File: config.mk
export PLATFORM = sky130hd
export DESIGN_NAME = pc_seq_popcount_flat
export DESIGN_NICKNAME = d
export VERILOG_FILES = /design/src/rtl/pc_seq_pkg.sv /design/src/rtl/pc_seq_popcount_if.sv /design/src/rtl/pc_fa_15_4.sv /design/src/rtl/pc_seq_popcount.sv /design/src/flat_wrapper.sv
export SDC_FILE = /design/constraint.sdc
export NUM_CORES = 1
export LEC_CHECK = 0
export BUFFER_PORTS_ARGS = -buffer_cell sky130_fd_sc_hd__buf_4
export CORE_MARGIN = 5
export CORE_UTILIZATION = 50
export DETAILED_ROUTE_END_ITERATION = 6
export PLACE_DENSITY = 0.74
export SYNTH_ARGS = -nofsm -noshare
export SYNTH_HDL_FRONTEND = slang
export SYNTH_SLANG_ARGS = --single-unit
File: constraint.sdc
create_clock -name clk -period 4.6 [get_ports clk]
set_clock_uncertainty 0.1 [all_clocks]
set_input_delay 0.92 -clock clk [delete_from_list [all_inputs] [get_ports clk]]
set_output_delay 0.92 -clock clk [all_outputs]
set_load 0.01 [all_outputs]
File: src/rtl/pc_seq_pkg.sv
// pc_seq_pkg: shared slice constants, FSM state type and ceil_div helper for pc_seq_popcount
package pc_seq_pkg;
  localparam int SLICE_W = 15;
  localparam int SLICE_CNT_W = 4;
  typedef enum logic [1:0] {IDLE, RUN, DONE} pc_seq_state_t;
  function automatic int ceil_div(input int a, input int b);
    return (a + b - 1) / b;
  endfunction
endpackage

File: src/rtl/pc_seq_popcount_if.sv
// pc_seq_popcount_if: input word handshake (in_valid/in_ready/in_data), result handshake (out_valid/out_ready/out_count) and busy status
interface pc_seq_popcount_if #(
  parameter int DATA_W = 60,
  parameter int CNT_W = $clog2(DATA_W + 1)
);
  logic in_valid;
  logic in_ready;
  logic [DATA_W-1:0] in_data;
  logic out_valid;
  logic out_ready;
  logic [CNT_W-1:0] out_count;
  logic busy;
  modport master (output in_valid, in_data, out_ready, input in_ready, out_valid, out_count, busy);
  modport slave (input in_valid, in_data, out_ready, output in_ready, out_valid, out_count, busy);
endinterface

File: src/rtl/pc_fa_15_4.sv
// pc_fa_15_4: 15-input parallel counter from 11 full adders; ports x_i[14:0] bits in, cnt_o[3:0] number of ones
module pc_fa_15_4 (
  input  logic [14:0] x_i,
  output logic [3:0]  cnt_o
);
  function automatic logic [1:0] fa(input logic a, input logic b, input logic c);
    return {(a & b) | (a & c) | (b & c), a ^ b ^ c};
  endfunction
  logic [1:0] l1 [5];
  logic [1:0] t0, t1, u0, u1, u2, w;
  always_comb begin
    for (int i = 0; i < 5; i++) l1[i] = fa(x_i[3*i], x_i[3*i+1], x_i[3*i+2]);
    t0 = fa(l1[0][0], l1[1][0], l1[2][0]);
    t1 = fa(t0[0], l1[3][0], l1[4][0]);
    u0 = fa(l1[0][1], l1[1][1], l1[2][1]);
    u1 = fa(l1[3][1], l1[4][1], t0[1]);
    u2 = fa(u0[0], u1[0], t1[1]);
    w = fa(u0[1], u1[1], u2[1]);
    cnt_o = {w, u2[0], t1[0]};
  end
endmodule

File: src/rtl/pc_seq_popcount.sv
// pc_seq_popcount: sequential popcount, one 15-bit slice per cycle; ports clk, rst, bus (pc_seq_popcount_if.slave); PC_SEQ_EARLY_EXIT_EN ends RUN once the remaining slices are zero
module pc_seq_popcount
  import pc_seq_pkg::*;
#(
  parameter int DATA_W = 60,
  parameter int CNT_W = $clog2(DATA_W + 1)
) (
  input logic clk,
  input logic rst,
  pc_seq_popcount_if.slave bus
);
  localparam int NS = ceil_div(DATA_W, SLICE_W);
  localparam int SR_W = NS * SLICE_W;
  localparam int IDX_W = NS > 1 ? $clog2(NS) : 1;
  pc_seq_state_t state_q, state_d;
  logic [SR_W-1:0] sr_q, sr_d;
  logic [CNT_W-1:0] acc_q, acc_d;
  logic [IDX_W-1:0] idx_q, idx_d;
  logic [SLICE_CNT_W-1:0] slice_cnt;
  logic last;
  pc_fa_15_4 u_pc (.x_i(sr_q[SLICE_W-1:0]), .cnt_o(slice_cnt));
`ifdef PC_SEQ_EARLY_EXIT_EN
  assign last = idx_q == IDX_W'(NS - 1) || (sr_q >> SLICE_W) == '0;
`else
  assign last = idx_q == IDX_W'(NS - 1);
`endif
  // in_ready is gated by rst so no word is taken while reset is held
  assign bus.in_ready = state_q == IDLE && !rst;
  assign bus.out_valid = state_q == DONE;
  assign bus.out_count = state_q == DONE ? acc_q : '0;
  assign bus.busy = state_q != IDLE;
  always_comb begin
    state_d = state_q;
    sr_d = sr_q;
    acc_d = acc_q;
    idx_d = idx_q;
    if (state_q == IDLE && bus.in_valid) begin
      state_d = RUN;
      sr_d = SR_W'(bus.in_data);
      acc_d = '0;
      idx_d = '0;
    end else if (state_q == RUN) begin
      acc_d = acc_q + CNT_W'(slice_cnt);
      sr_d = sr_q >> SLICE_W;
      idx_d = idx_q + IDX_W'(1);
      state_d = last ? DONE : RUN;
    end else if (state_q == DONE && bus.out_ready) begin
      state_d = IDLE;
    end
  end
  always_ff @(posedge clk) begin
    if (rst) begin
      state_q <= IDLE;
      sr_q <= '0;
      acc_q <= '0;
      idx_q <= '0;
    end else begin
      state_q <= state_d;
      sr_q <= sr_d;
      acc_q <= acc_d;
      idx_q <= idx_d;
    end
  end
endmodule

File: src/flat_wrapper.sv
// flat-port wrapper written by rule: the top's interface ports become plain ports
module pc_seq_popcount_flat import pc_seq_pkg::*;
#(
  parameter int DATA_W = 60,
  parameter int CNT_W = $clog2(DATA_W + 1)
)
  (clk, rst, bus_in_valid, bus_in_data, bus_out_ready, bus_in_ready, bus_out_valid, bus_out_count, bus_busy);
  pc_seq_popcount_if #(.DATA_W(DATA_W), .CNT_W(CNT_W)) bus_i ();
  input logic clk;
  input logic rst;
  input wire logic [$bits(bus_i.in_valid)-1:0] bus_in_valid;
  input wire logic [$bits(bus_i.in_data)-1:0] bus_in_data;
  input wire logic [$bits(bus_i.out_ready)-1:0] bus_out_ready;
  output wire logic [$bits(bus_i.in_ready)-1:0] bus_in_ready;
  output wire logic [$bits(bus_i.out_valid)-1:0] bus_out_valid;
  output wire logic [$bits(bus_i.out_count)-1:0] bus_out_count;
  output wire logic [$bits(bus_i.busy)-1:0] bus_busy;
  assign bus_i.in_valid = bus_in_valid;
  assign bus_i.in_data = bus_in_data;
  assign bus_i.out_ready = bus_out_ready;
  assign bus_in_ready = bus_i.in_ready;
  assign bus_out_valid = bus_i.out_valid;
  assign bus_out_count = bus_i.out_count;
  assign bus_busy = bus_i.busy;
  pc_seq_popcount #(.DATA_W(DATA_W), .CNT_W(CNT_W)) u_core (.clk(clk), .rst(rst), .bus(bus_i));
endmodule
==> impl_metrics.yaml <==
sta:
  setup_violations: 0
  grt_setup_unrepaired: "false"
  max_freq_ghz: 0.257
  fin_crit_sh_pct: 84.5
  hold_viol: 0
  tns_ps: 0
  fin_crit_ps: 3890
  worst_slew_pin_slew_ps: 945
  slew-limit-headroom_pct: 36.8
  maxSlewViolCount: 0
  setup_slack_ps: 713
place:
  dp_hpwl_um: 5150
  port_buffers: 72
  place_ws_ps: 678
  gp_congestion: 0.785
drt:
  wl_per_cell_um: 14.9
  drc: 0
  drt_wl_total_um: 7460
  viasPerCell: 5.49
  ant_nets: 0
  via_count: 2748
  detail_route.first_pass.iterations: 4
  drt_iter0_markers: 152
setup_path:
  criticalPathCategory: "flop to flop"
  cpLargestDelayFamily: "adder cells"
  critPathCapture: "u_core.acc_q[5]"
  crit_start: "u_core.sr_q[0]"
  cp_max_fo: 4
  crit_chain: "inv_1 > fa_1 > fa_1 > fa_1 > fa_1 > inv_1 > fa_1 > ha_1 > o21ai_0 > nor2_1 > o211ai_1 > mux2i_1"
  crit_path_frequent_cell: "fa_1"
  slowest_delay_ps: 520
  path_buf_inv: 2
  reg2regPathDepth: 12
  cp-start-kind: "flop"
  worstPathArrival_ps: 4060
  timing.reg2reg.setup_slack_ps: 710
  r2r_start: "u_core.sr_q[0]"
  r2r_end: "u_core.acc_q[5]"
  crit_slowest_cell: "fa_1"
  crit_required_ps: 4770
  end_kind: "flop"
  cp.depth: 12
power_and_ir_drop:
  vdd_drop_max_uv: 232
  p_per_area_nw_per_um2: 392
  p_leak_nw: 1.58
floorplan:
  die-area_sq_um: 7970
  start_util_pct: 52.1
  core_sq_um: 6030
  num_rows: 28
  fp.dieW_um: 89.3
  die_h_um: 89.3
  ios: 73
clocking:
  cts_buffers: 9
  ctsResizeCount: 0
  cts_tree: "yes"
  post_cts_buffers: 0
  clkLatencyLatePin_ps: 340
  cts_root_buf: "clkbuf_8"
  hold_buffers: 0
  clk_pin_slew_ps: 80
  htreeDepth: 3
  clkSinkCount: 70
  clock_path_buffers: 2
layout:
  fill_cells: 553
  layout-drive-gt1-share_pct: 22.1
  final_core_util_pct: 64.8
  area_delta_synth_final_pct: 24.3
  layout.nets: 502
  antenna_cells: 0
  regArea_sq_um: 1400
  multi_input_area_sq_um: 1560
synth:
  syn_inst: 364
  netlist_area_sq_um: 3140
  synth_top_area_share_pct: 44.6
  ys_types: 28
  synth_area_leader_cell: "dfxtp_1"
  ys_top_cells_by_area: "dfxtp_1, a22oi_1, a21oi_1"
  synth_area_per_cell_sq_um: 8.63
  syn_nets: 445
  ys_seq_elements: 70
  ys_seq_area_share_pct: 44.6
  synth_warnings: 0
grt:
  grt_max_degree: 67
  antenna_found_initial: 0
  grt_pass1_vias: 2689
  track_usage_pct: 20.0
  grt_pass1_wl_um: 12200
  gr-total-overflow: 0
status:
  status: "finished, final reports clean"
job:
  drv_cap: 0
hold_path:
  min_from: "u_core.sr_q[43]"
  min_path_type: "flop to flop"
flip-flops by register name, indices dropped and copies added (netlist names):
register        cells
u_core.acc_q        6
u_core.sr_q        60
u_core.idx_q        2
u_core.state_q      2
how the worst min path moves through the flow:
stage | cells past startpoint | endpoint
finish | 2 | u_core.sr_q[43]
detailed placement | 2 | u_core.sr_q[41]
CTS | 2 | u_core.sr_q[33]
floorplan | 2 | u_core.sr_q[15]
global placement | 2 | u_core.sr_q[35]
global route | 2 | u_core.sr_q[29]
final cells by class:
type / instances / area share, %
inverters: 18 / 1.73
clock buffers: 10 / 3.52
clock inverters: 6 / 2.40
well taps: 75 / 2.40
repair buffers: 74 / 14.2
flip-flops and latches: 70 / 35.9
multi-input cells: 248 / 39.8
placed cells by master (no fill, tap or decap):
cell type   count
a21oi_1        67
clkinv_4        2
inv_6           1
fa_1           12
a22oi_1        45
o21ai_0         4
nor3b_2         1
and2_1          6
dfxtp_1        70
a31o_1          1
inv_1          18
nor2_4          1
nand2b_1        2
ha_1            5
bufinv_16       2
o211ai_1        1
buf_4          74
nand3_1        15
mux2i_1         1
a21o_1          2
nor2b_4         1
a211oi_1        3
xnor2_1         2
or3_1           2
clkbuf_8       10
nor4_2          1
nor2b_1         1
clkinvlp_4      1
nand2_1        68
or2_1           1
nor2_1          6
power breakdown:
group / switching, mW / internal [mW]
registers: 0.0264 / 0.648
clock network: 0.241 / 0.324
logic: 0.162 / 0.128
total: 0.429 / 1.10
metrics by stage:
stage,hold slack [ps],power [mW],cell area (sq um),instances
floorplan,336,0.888,3140,364
global placement,344,0.970,3670,485
detailed placement,347,0.982,3670,485
CTS,357,1.54,3910,501
global route,372,1.61,3910,501
finish,357,1.53,3910,501
synthesized netlist by cell type:
master    number
nor2b_1        2
and2_1         6
mux2i_1        1
a31o_1         1
a211oi_1       3
buf_1          5
a21oi_1       67
nand3_1       15
o211ai_1       1
nor3b_1        1
a21o_1         2
buf_2         13
nor2_4         1
fa_1          12
or3_1          2
xnor2_1        2
ha_1           5
nand2b_1       2
nand2_1       68
nor4_2         1
buf_6          1
nor2_1         6
dfxtp_1       70
clkbuf_1       9
o21ai_0        4
inv_1         18
or2_1          1
a22oi_1       45
kinds of logic after synthesis:
logic type | synth area share (%)
AOI/OAI and AO/OA | 23.8
and+or+nand+nor | 14.8
DFF | 44.6
buffers and inverters | 6.25
adders and majority gates | 9.64
xor gates and xnor gates | 0.558
muxes | 0.319
worst register-to-register path, delay by kind of cell, from the launching register on:
family	cells	cell delay, ps
flops	1	340
fa+ha+maj	6	2610
simple gates	1	80
buf+inv	2	130
compound gates	2	380
mux	1	190
per-layer routing:
| layer | track usage (%) | wire length, um | vias to the layer above |
|---|---|---|---|
| li1 | - | - | 1369 |
| met1 | 25.8 | 3350 | 1294 |
| met2 | 31.6 | 3510 | 73 |
| met3 | 5.35 | 482 | 12 |
| met4 | 8.25 | 120 | 0 |
| met5 | 0 | 0 | - |
No activity file was read; power rests on OpenSTA's default activity.
